[src/rtl/imem_port_arbiter.sv]
// ----------------------------------------------------------------------------
// imem_port_arbiter
//
// Shares one single-port, synchronous-read 32-bit word memory between the
// instruction-fetch port (IF) and the load/store data port (DM).
//
// The data port normally wins when both ports request in the same cycle. An
// anti-starvation streak counter forces an IF grant once STARVE_LIMIT DM
// grants in a row have gone by while IF was waiting. Read data comes back one
// cycle after the grant, with a valid strobe for each port. Each port's rdata
// output holds its last read value between responses.
//
// Ports:
//   clk_i, rst_n_i        clock and asynchronous active-low reset
//   if_req_i/if_addr_i    fetch request and word address
//   if_gnt_o              fetch accepted this cycle
//   if_rvalid_o/if_rdata_o  fetch response (one cycle after grant)
//   dm_req_i/dm_we_i/dm_addr_i/dm_wdata_i  data request
//   dm_gnt_o              data request accepted this cycle
//   dm_rvalid_o/dm_rdata_o  load data or write acknowledge
//   mem_en_o/mem_we_o/mem_addr_o/mem_wdata_o  memory drive in grant cycle
//   mem_rdata_i           memory read data, valid the cycle after mem_en_o
// ----------------------------------------------------------------------------
module imem_port_arbiter #(
    parameter int ADDR_W       = 6,
    parameter int STARVE_LIMIT = 3
) (
    input  logic              clk_i,
    input  logic              rst_n_i,
    input  logic              if_req_i,
    input  logic [ADDR_W-1:0] if_addr_i,
    output logic              if_gnt_o,
    output logic              if_rvalid_o,
    output logic [31:0]       if_rdata_o,
    input  logic              dm_req_i,
    input  logic              dm_we_i,
    input  logic [ADDR_W-1:0] dm_addr_i,
    input  logic [31:0]       dm_wdata_i,
    output logic              dm_gnt_o,
    output logic              dm_rvalid_o,
    output logic [31:0]       dm_rdata_o,
    output logic              mem_en_o,
    output logic              mem_we_o,
    output logic [ADDR_W-1:0] mem_addr_o,
    output logic [31:0]       mem_wdata_o,
    input  logic [31:0]       mem_rdata_i
);

    localparam logic [3:0] LIMIT = 4'(STARVE_LIMIT);

    logic [3:0]  streak_q, streak_d;
    logic        pend_if_q;
    logic        pend_dm_q;
    logic        dm_we_q;     // the outstanding DM access was a write
    logic [31:0] if_hold_q;
    logic [31:0] dm_hold_q;

    logic if_gnt, dm_gnt, starve;

    // Grants are gated by rst_n_i so that nothing reaches the memory while
    // reset is asserted, even though the reset itself is asynchronous.
    always_comb begin
        starve = if_req_i & (streak_q == LIMIT);
        dm_gnt = rst_n_i & dm_req_i & ~starve;
        if_gnt = rst_n_i & if_req_i & ~dm_gnt;
    end

    // The streak counts DM wins only while IF is actually waiting. When it
    // reaches the limit, DM is blocked for one cycle and IF is granted.
    always_comb begin
        streak_d = streak_q;
        if (!if_req_i || if_gnt) begin
            streak_d = 4'd0;
        end else if (dm_gnt && (streak_q != LIMIT)) begin
            streak_d = streak_q + 4'd1;
        end
    end

    always_comb begin
        mem_en_o    = if_gnt | dm_gnt;
        mem_we_o    = dm_gnt & dm_we_i;
        mem_addr_o  = dm_gnt ? dm_addr_i  : if_addr_i;
        mem_wdata_o = dm_gnt ? dm_wdata_i : 32'd0;
    end

    always_ff @(posedge clk_i or negedge rst_n_i) begin
        if (!rst_n_i) begin
            streak_q  <= 4'd0;
            pend_if_q <= 1'b0;
            pend_dm_q <= 1'b0;
            dm_we_q   <= 1'b0;
            if_hold_q <= 32'd0;
            dm_hold_q <= 32'd0;
        end else begin
            streak_q  <= streak_d;
            pend_if_q <= if_gnt;
            pend_dm_q <= dm_gnt;
            dm_we_q   <= dm_gnt & dm_we_i;
            if (pend_if_q) begin
                if_hold_q <= mem_rdata_i;
            end
            // A write acknowledge must not disturb the last load value.
            if (pend_dm_q && !dm_we_q) begin
                dm_hold_q <= mem_rdata_i;
            end
        end
    end

    assign if_gnt_o    = if_gnt;
    assign dm_gnt_o    = dm_gnt;
    assign if_rvalid_o = pend_if_q;
    assign dm_rvalid_o = pend_dm_q;
    assign if_rdata_o  = pend_if_q ? mem_rdata_i : if_hold_q;
    assign dm_rdata_o  = (pend_dm_q && !dm_we_q) ? mem_rdata_i : dm_hold_q;

endmodule
[config.mk]
export PLATFORM = sky130hd
export DESIGN_NAME = imem_port_arbiter
export DESIGN_NICKNAME = d
export VERILOG_FILES = /design/src/rtl/imem_port_arbiter.sv
export SDC_FILE = /design/constraint.sdc
export NUM_CORES = 1
export LEC_CHECK = 0
export CORE_MARGIN = 3
export CORE_UTILIZATION = 35
export CTS_CLUSTER_DIAMETER = 200
export CTS_CLUSTER_SIZE = 24
export DETAILED_ROUTE_END_ITERATION = 6
export GPL_TIMING_DRIVEN = 1
export PLACE_DENSITY = 0.78
export SYNTH_ARGS = -nofsm -noshare
export SYNTH_HDL_FRONTEND = slang
export SYNTH_SLANG_ARGS = --single-unit
[constraint.sdc]
create_clock -name clk_i -period 2.9 [get_ports clk_i]
set_clock_uncertainty 0.15 [all_clocks]
set_input_delay 0.87 -clock clk_i [delete_from_list [all_inputs] [get_ports clk_i]]
set_output_delay 0.87 -clock clk_i [all_outputs]
set_load 0.1 [all_outputs]
Word level (Yosys, flattened, before mapping)
Index checks and enable logic that the tools add are counted.
Widths: inputs -> output; s select.
- mux-type cells: 6
- add/sub/neg operators: 1
- bitwise operators: 9
- equal/unequal tests: 2
- reduce and logical (&&, ||, !) cells: 6
- operators by type and width (kind ; count):
    $mux 32 ; 3
    $mux 4 ; 2
    $and 1x1->1 ; 6
    $mux 6 ; 1
    $add 4x1->4 const B ; 1
    $eq 4x2->1 const B ; 1
    $ne 4x2->1 const B ; 1
    $logic_and 1x1->1 ; 2
    $logic_not 1->1 ; 2
    $not 1->1 ; 2
    $reduce_bool 2->1 ; 1
    $logic_or 1x1->1 ; 1
    $or 1x1->1 ; 1
- logic and storage cells: 30
- output and inout port bits: 108
- register bits: 71
- bits of input ports: 81

Longest topological paths before layout
Gate-level depths: netlist (run 1).
- word-level depth: 8
- mapped depth: 5
- depth with buffers taken out: 4

Worst setup path before layout (run 1)
No wires, ideal clock.
- path type: in2out
- start: input if_req_i
- end: output if_gnt_o
- path buffers: 2
- arrival: 2695 ps
- slack: -815 ps
- stages: 4
- data required time: 1880 ps
- cell sequence: buf_6 a31oi_4 buf_4 nor2_1
- longest elaborated chain between the ends: 5
- elaborated cells on any way between the ends: 6
- classes of those cells: 6 x bitwise
- ends and longest elaborated chain (item ; line ; RTL):
    start: declaration ; 30 ; input logic if_req_i,
    $and 1x1->1 ; 63 ; starve = if_req_i & (streak_q == LIMIT);
    $not 1->1 ; 64 ; dm_gnt = rst_n_i & dm_req_i & ~starve;
    $and 1x1->1 ; 64 ;
    via dm_gnt_o ; 39 ; output logic dm_gnt_o,
    $not 1->1 ; 65 ; if_gnt = rst_n_i & if_req_i & ~dm_gnt;
    $and 1x1->1 ; 65 ;
    end: declaration ; 32 ; output logic if_gnt_o,
The timed path passes the listed nets, and every way through them passes these cells.

Worst setup path in the final report (run 1)
- start: register streak_q[1]
- end: output mem_addr_o[4]
- longest elaborated chain between the ends: 5
- ends and longest elaborated chain (item ; line ; RTL):
    start: declaration ; 51 ; logic [3:0] streak_q, streak_d;
    start signal: assignment ; 95 ; streak_q <= streak_d;
    $eq 4x2->1 ; 63 ;
    $and 1x1->1 ; 63 ;
    $not 1->1 ; 64 ;
    $and 1x1->1 ; 64 ;
    $mux 6 ; 82 ; mem_addr_o = dm_gnt ? dm_addr_i : if_addr_i;
    end: declaration ; 44 ; output logic [ADDR_W-1:0] mem_addr_o,
No other way between the ends.

==> results of run 1 <==
==> worst max-delay path: stages (launching register included) <==
cell and delay (ns):
dfrtp_1 0.39, ha_2 0.20, nor2b_4 0.14, a31oi_4 0.18
buf_12 0.15, buf_16 0.11, mux2_4 0.31, buf_12 0.17
==> how the worst max path moves through the flow <==
stage | endpoint | start | depth (start not counted)
2_1_floorplan | mem_wdata_o[26] | if_req_i | 4
3_3_place_gp | mem_addr_o[1] | dm_req_i | 6
3_5_place_dp | mem_addr_o[5] | dm_req_i | 6
4_1_cts | mem_addr_o[4] | streak_q[1] | 7
5_1_grt | mem_addr_o[4] | streak_q[1] | 7
6_report | mem_addr_o[4] | streak_q[1] | 7
==> routing by layer <==
metal  share of wire (%)  up-vias  GRT usage, %
li1                    -     1147             -
met1                  33     1239         21.69
met2                  56      137         42.41
met3                 8.7       19         8.351
met4                 2.8        0         8.508
met5                   0        -             0
==> cell type report <==
| type | instances | area (µm²) | area share [%] |
|---|---|---|---|
| Clock inverter | 4 | 53.80 | 0.8080 |
| Clock buffer | 12 | 155.1 | 2.330 |
| Sequential cell | 71 | 1779 | 26.72 |
| Tap cell | 105 | 131.4 | 1.973 |
| Inverter | 1 | 3.754 | 0.05637 |
| Timing Repair Buffer | 214 | 3254 | 48.87 |
| Multi-Input combinational cell | 125 | 1281 | 19.24 |
==> cell families after synthesis <==
group | synth area share (%)
AOI/OAI and AO/OA | 2.238
adders and majority gates | 0.4144
buffers and inverters | 2.694
DFF | 58.85
muxes | 26.36
and+or+nand+nor | 9.449
==> cells in the final DEF (no fill, tap or decap), types with 2 or more instances in the layout <==
master	n
buf_4	17
nand2_1	2
mux2_1	2
clkinvlp_4	2
mux2_2	62
nor2b_1	3
buf_8	2
buf_16	2
buf_6	3
clkdlybuf4s50_1	77
buf_12	110
and2_4	33
buf_2	2
dfrtp_1	69
clkbuf_8	11
mux2_4	6
dfrtp_2	2
==> per-stage QoR <==
step,setup slack (ns),area (µm²),instances,setup TNS [ns]
floorplan,-0.2631,3103,210,-1.699
global placement,-0.4436,6235,502,-14.99
detailed placement,-0.4731,6235,502,-16.07
CTS,-0.09006,6628,529,-1.796
global route,-0.1793,6659,532,-4.543
finish,-0.1056,6659,532,-1.580
==> registers in the layout, indices dropped and copies added, names as in the netlist <==
signal	count
dm_hold_q	32
if_hold_q	32
streak_q	4
dm_rvalid_o	1
dm_we_q	1
if_rvalid_o	1
==> report_power, final <==
part / internal (mW) / leakage [nW] / total [mW] / switching (mW)
logic: 1.00 / 1.97 / 2.77 / 1.77
clock network: 0.446 / 0.0988 / 0.797 / 0.351
registers: 1.15 / 0.841 / 1.19 / 0.0412
total: 2.59 / 2.91 / 4.75 / 2.16
==> what timing repair did <==
action                     in CTS  in global routing
pin swaps                      15                  1
buffers inserted                9                  3
gates resized for setup        32                  1
hold endpoints to repair        0                  0
setup endpoints to repair      42                 40
gates cloned                    2                  1
==> flow_summary.json, run 1 <==
{
  "ys_top_cells_by_area": "dfrtp_1 (59%), mux2_2 (23%), and2_1 (6.8%)",
  "yosysTopAreaCellShare_pct": 58.85,
  "crit_type": "reg2out",
  "finalWirelength_mm": 10.80,
  "grt_pass1_vias": 2972,
  "syn_nets": 292,
  "cts_buffers": 9,
  "crit_required_ns": 1.88,
  "syn_avg_cell_area_um2": 14.38,
  "clkTransAtPathRegs_ns": 0.07,
  "p_leak_nw": 2.908,
  "die-height_um": 98.88,
  "utilization_pct": 80.24,
  "ys_ff_latch": 71,
  "rsz0062_at_grt": "yes",
  "drc": 0,
  "insertion_delay_ns": 0.33,
  "outcome": "finished, violations left",
  "totalPowerFinal_mw": 4.753,
  "wl_per_cell_um": 20.30,
  "critPathCaptureType": "primary output",
  "hold_viol": 0,
  "hold_path.class": "in2async",
  "slew_headroom_pct": 56.13,
  "via_count": 2542,
  "first_pass_iters": 4,
  "synthArstFlopShare_pct": 100.0,
  "core_um2": 8299,
  "die_x_um": 98.88,
  "timing.fmax_ghz": 0.3327,
  "grt_overflow": 0,
  "synthFlopType": "dfrtp_1",
  "critPathMaxFanout": 7,
  "rr_worst_depth": 8,
  "maxCapViolations": 0,
  "cts_sinks": 71,
  "ys_warn_count": 0,
  "gp_congestion": 0.8053,
  "synth_edf_count": 0,
  "tightestPinTransition_ns": 0.6580,
  "clockRootBuffer": "clkbuf_8",
  "ys_seq_area_share_pct": 58.85,
  "start_util_pct": 36.38,
  "grt_pass1_wl_mm": 16.46,
  "port_buffers": 188,
  "arrival_ns": 1.99,
  "drv_slew": 0,
  "nets": 504,
  "first_iter_violations": 66,
  "post-dp-hpwl_mm": 8.133,
  "ys_top_cells_by_count": "dfrtp_1 (71), mux2_2 (63), and2_1 (33)",
  "finalCritPeriodShare_pct": 103.6,
  "min_period_ns": 3.006,
  "drive_gt1_share_pct": 61.12,
  "rr_startpoint": "streak_q[1]",
  "antenna_found_initial": 0,
  "setup_viol": 33,
  "h-tree-depth": 3,
  "cp-start-kind": "flop",
  "regToRegEndpoint": "dm_we_q",
  "netlist_area_um2": 3019,
  "synthMostInstantiatedCell": "dfrtp_1",
  "rows": 33,
  "boundaryPins": 189,
  "postRouteAntennaNets": 0,
  "yosysTopAreaCell": "dfrtp_1",
  "grt_max_degree": 56,
  "detail_route.vias_per_cell": 4.778,
  "clock_tree.buffer_depth": 2,
  "cts_tree": "done",
  "grt_usage_pct": 22.36,
  "antenna_cells": 0,
  "holdWs_ns": 0.3849,
  "fill_cells": 451,
  "areaGrowthSynthToFinish_pct": 120.6,
  "syn_inst": 210,
  "fin_ws_ns": -0.1056,
  "die_area_um2": 9776,
  "r2r_setup_slack_ns": 1.13,
  "power.density_nw_per_um2": 713.8,
  "ctsHoldBuffers": 0,
  "yosysUniqueCellTypes": 29,
  "ir_worst_vdd_v": 0.0004085,
  "violations": "setup timing"
}
Note: power is estimated with default switching activity, not from simulation.
==> run 2, diff against run 1 <==
--- a/config.mk
+++ b/config.mk
@@ -10,8 +10,9 @@
 export CTS_CLUSTER_DIAMETER = 200
 export CTS_CLUSTER_SIZE = 24
 export DETAILED_ROUTE_END_ITERATION = 6
+export DONT_BUFFER_PORTS = 1
 export GPL_TIMING_DRIVEN = 1
-export PLACE_DENSITY = 0.78
+export PLACE_DENSITY = 0.5
 export SYNTH_ARGS = -nofsm -noshare
 export SYNTH_HDL_FRONTEND = slang
 export SYNTH_SLANG_ARGS = --single-unit
==> flow_summary.json, run 2 (synthesis gave the netlist of run 1 again) <==
{
  "slew_headroom_pct": 62.72,
  "setup_viol": 14,
  "gp_congestion": 0.7592,
  "insertion_delay_ns": 0.34,
  "critPathCaptureType": "primary output",
  "arrival_ns": 1.95,
  "grt_max_degree": 79,
  "timing.fmax_ghz": 0.3367,
  "post-dp-hpwl_mm": 5.609,
  "rows": 33,
  "hold_viol": 0,
  "die_area_um2": 9776,
  "antenna_found_initial": 0,
  "power.density_nw_per_um2": 1010,
  "ir_worst_vdd_v": 0.0005038,
  "cts_tree": "done",
  "cts_sinks": 71,
  "port_buffers": 0,
  "crit_type": "reg2out",
  "min_period_ns": 2.970,
  "outcome": "finished, violations left",
  "wl_met2_mm": 3.993,
  "drc": 0,
  "m1WireLength_mm": 2.348,
  "grt_pass1_wl_mm": 11.58,
  "clock_tree.buffer_depth": 2,
  "final_common_cell": "dfrtp_1",
  "wl_per_cell_um": 20.89,
  "highest_layer": "met4",
  "place_ws_ns": 0.009276,
  "totalPowerFinal_mw": 4.070,
  "areaGrowthSynthToFinish_pct": 33.44,
  "utilization_pct": 48.55,
  "via_count": 1793,
  "boundaryPins": 189,
  "core_um2": 8299,
  "rsz0062_at_grt": "yes",
  "wl_met3_um": 975,
  "first_iter_violations": 35,
  "nets": 327,
  "drive_gt1_share_pct": 64.00,
  "place_area_um2": 3597,
  "fin_area_um2": 4029,
  "antenna_cells": 0,
  "grt_pass1_vias": 2030,
  "cp-start-kind": "flop",
  "first_pass_iters": 3,
  "finalWirelength_mm": 7.417,
  "clkTransAtPathRegs_ns": 0.07,
  "grt_overflow": 0,
  "grt_usage_pct": 15.46,
  "drv_slew": 0,
  "detail_route.vias_per_cell": 5.051,
  "h-tree-depth": 3,
  "p_leak_nw": 1.742,
  "crit_required_ns": 1.88,
  "die_x_um": 98.88,
  "cts_buffers": 9,
  "die-height_um": 98.88,
  "fin_ws_ns": -0.07013,
  "tightestPinTransition_ns": 0.5592,
  "largestRegisters": "dm_hold_q (32), if_hold_q (32), streak_q (4)",
  "start_util_pct": 36.38,
  "violations": "setup timing",
  "maxCapViolations": 0,
  "critPathMaxFanout": 8,
  "holdWs_ns": 0.06915,
  "final_cell_mix": "dfrtp_1 (69), mux2_2 (65), and2_4 (28)",
  "hold_path.class": "in2async",
  "finalCritPeriodShare_pct": 102.4,
  "clockRootBuffer": "clkbuf_8",
  "postRouteAntennaNets": 0
}
==> run 2: cell count changes in the layout (fill, tap and decap cells not counted), moves of 2 or more <==
| cell | delta |
|---|---|
| and2_2 | +5 |
| and2_4 | -5 |
| buf_12 | -88 |
| buf_2 | -2 |
| buf_4 | -6 |
| bufinv_16 | +3 |
| clkdlybuf4s50_1 | -77 |
| clkinvlp_4 | -2 |
| mux2_2 | +3 |
| mux2_4 | -3 |
==> run 2: repair_timing <==
item,in CTS,in global routing
endpoints found under the hold margin,0,0
setup buffers,8,1
hold buffers,0,0
pin swaps,28,3
resized for setup,14,1
cloned,2,0
setup endpoints to repair,41,40
==> run 2: where the power goes <==
| group | leakage [nW] | switching [mW] | total, mW | internal (mW) |
|---|---|---|---|---|
| clock network | 0.134 | 0.361 | 1.04 | 0.684 |
| logic | 0.767 | 1.57 | 1.84 | 0.272 |
| registers | 0.841 | 0.0393 | 1.19 | 1.15 |
| total | 1.74 | 1.97 | 4.07 | 2.10 |
==> run 2: layout make-up <==
type	instances	area (µm²)
fillers	707	4270
flip-flops and latches	71	1779
multi-input cells	125	1256
repair buffers	37	588.1
clock buffers	11	141.4
well taps	105	131.4
clock inverters	5	128.9
inverters	1	3.754
==> run 2: metrics by stage <==
stage,cells,setup TNS [ns]
after floorplan,210,-1.699
after global placement,329,0
after detailed placement,329,0
after CTS,355,-1.565
after global routing,355,-3.633
final,355,-0.7463
==> run 2: worst max-delay path: stages (launching register included) <==
cell     delay [ns]
dfrtp_1        0.39
ha_2           0.20
nor2b_4        0.13
a31oi_4        0.18
buf_12         0.16
buf_12         0.12
mux2_4         0.43
==> run 2: worst paths after layout <==
check | from | slack [ns] | cells past startpoint | to
worst max register to register | streak_q[1] | 1.04 | 8 | streak_q[1]
min in group clk_i | if_hold_q[11] | 0.39 | 1 | if_hold_q[11]
max in group asynchronous | rst_n_i | 2.42 | 0 | dm_rvalid_o
worst min-delay path | rst_n_i | 0.07 | 0 | if_hold_q[10]
worst min register to register | if_hold_q[11] | 0.39 | 1 | if_hold_q[11]
worst max-delay path | streak_q[1] | -0.07 | 6 | mem_addr_o[3]
==> run 2: routing by layer <==
metal / GRT usage (%) / up-vias
li1: - / 788
met1: 15.75 / 879
met2: 26.39 / 117
met3: 9.413 / 9
met4: 4.727 / 0
met5: 0 / -
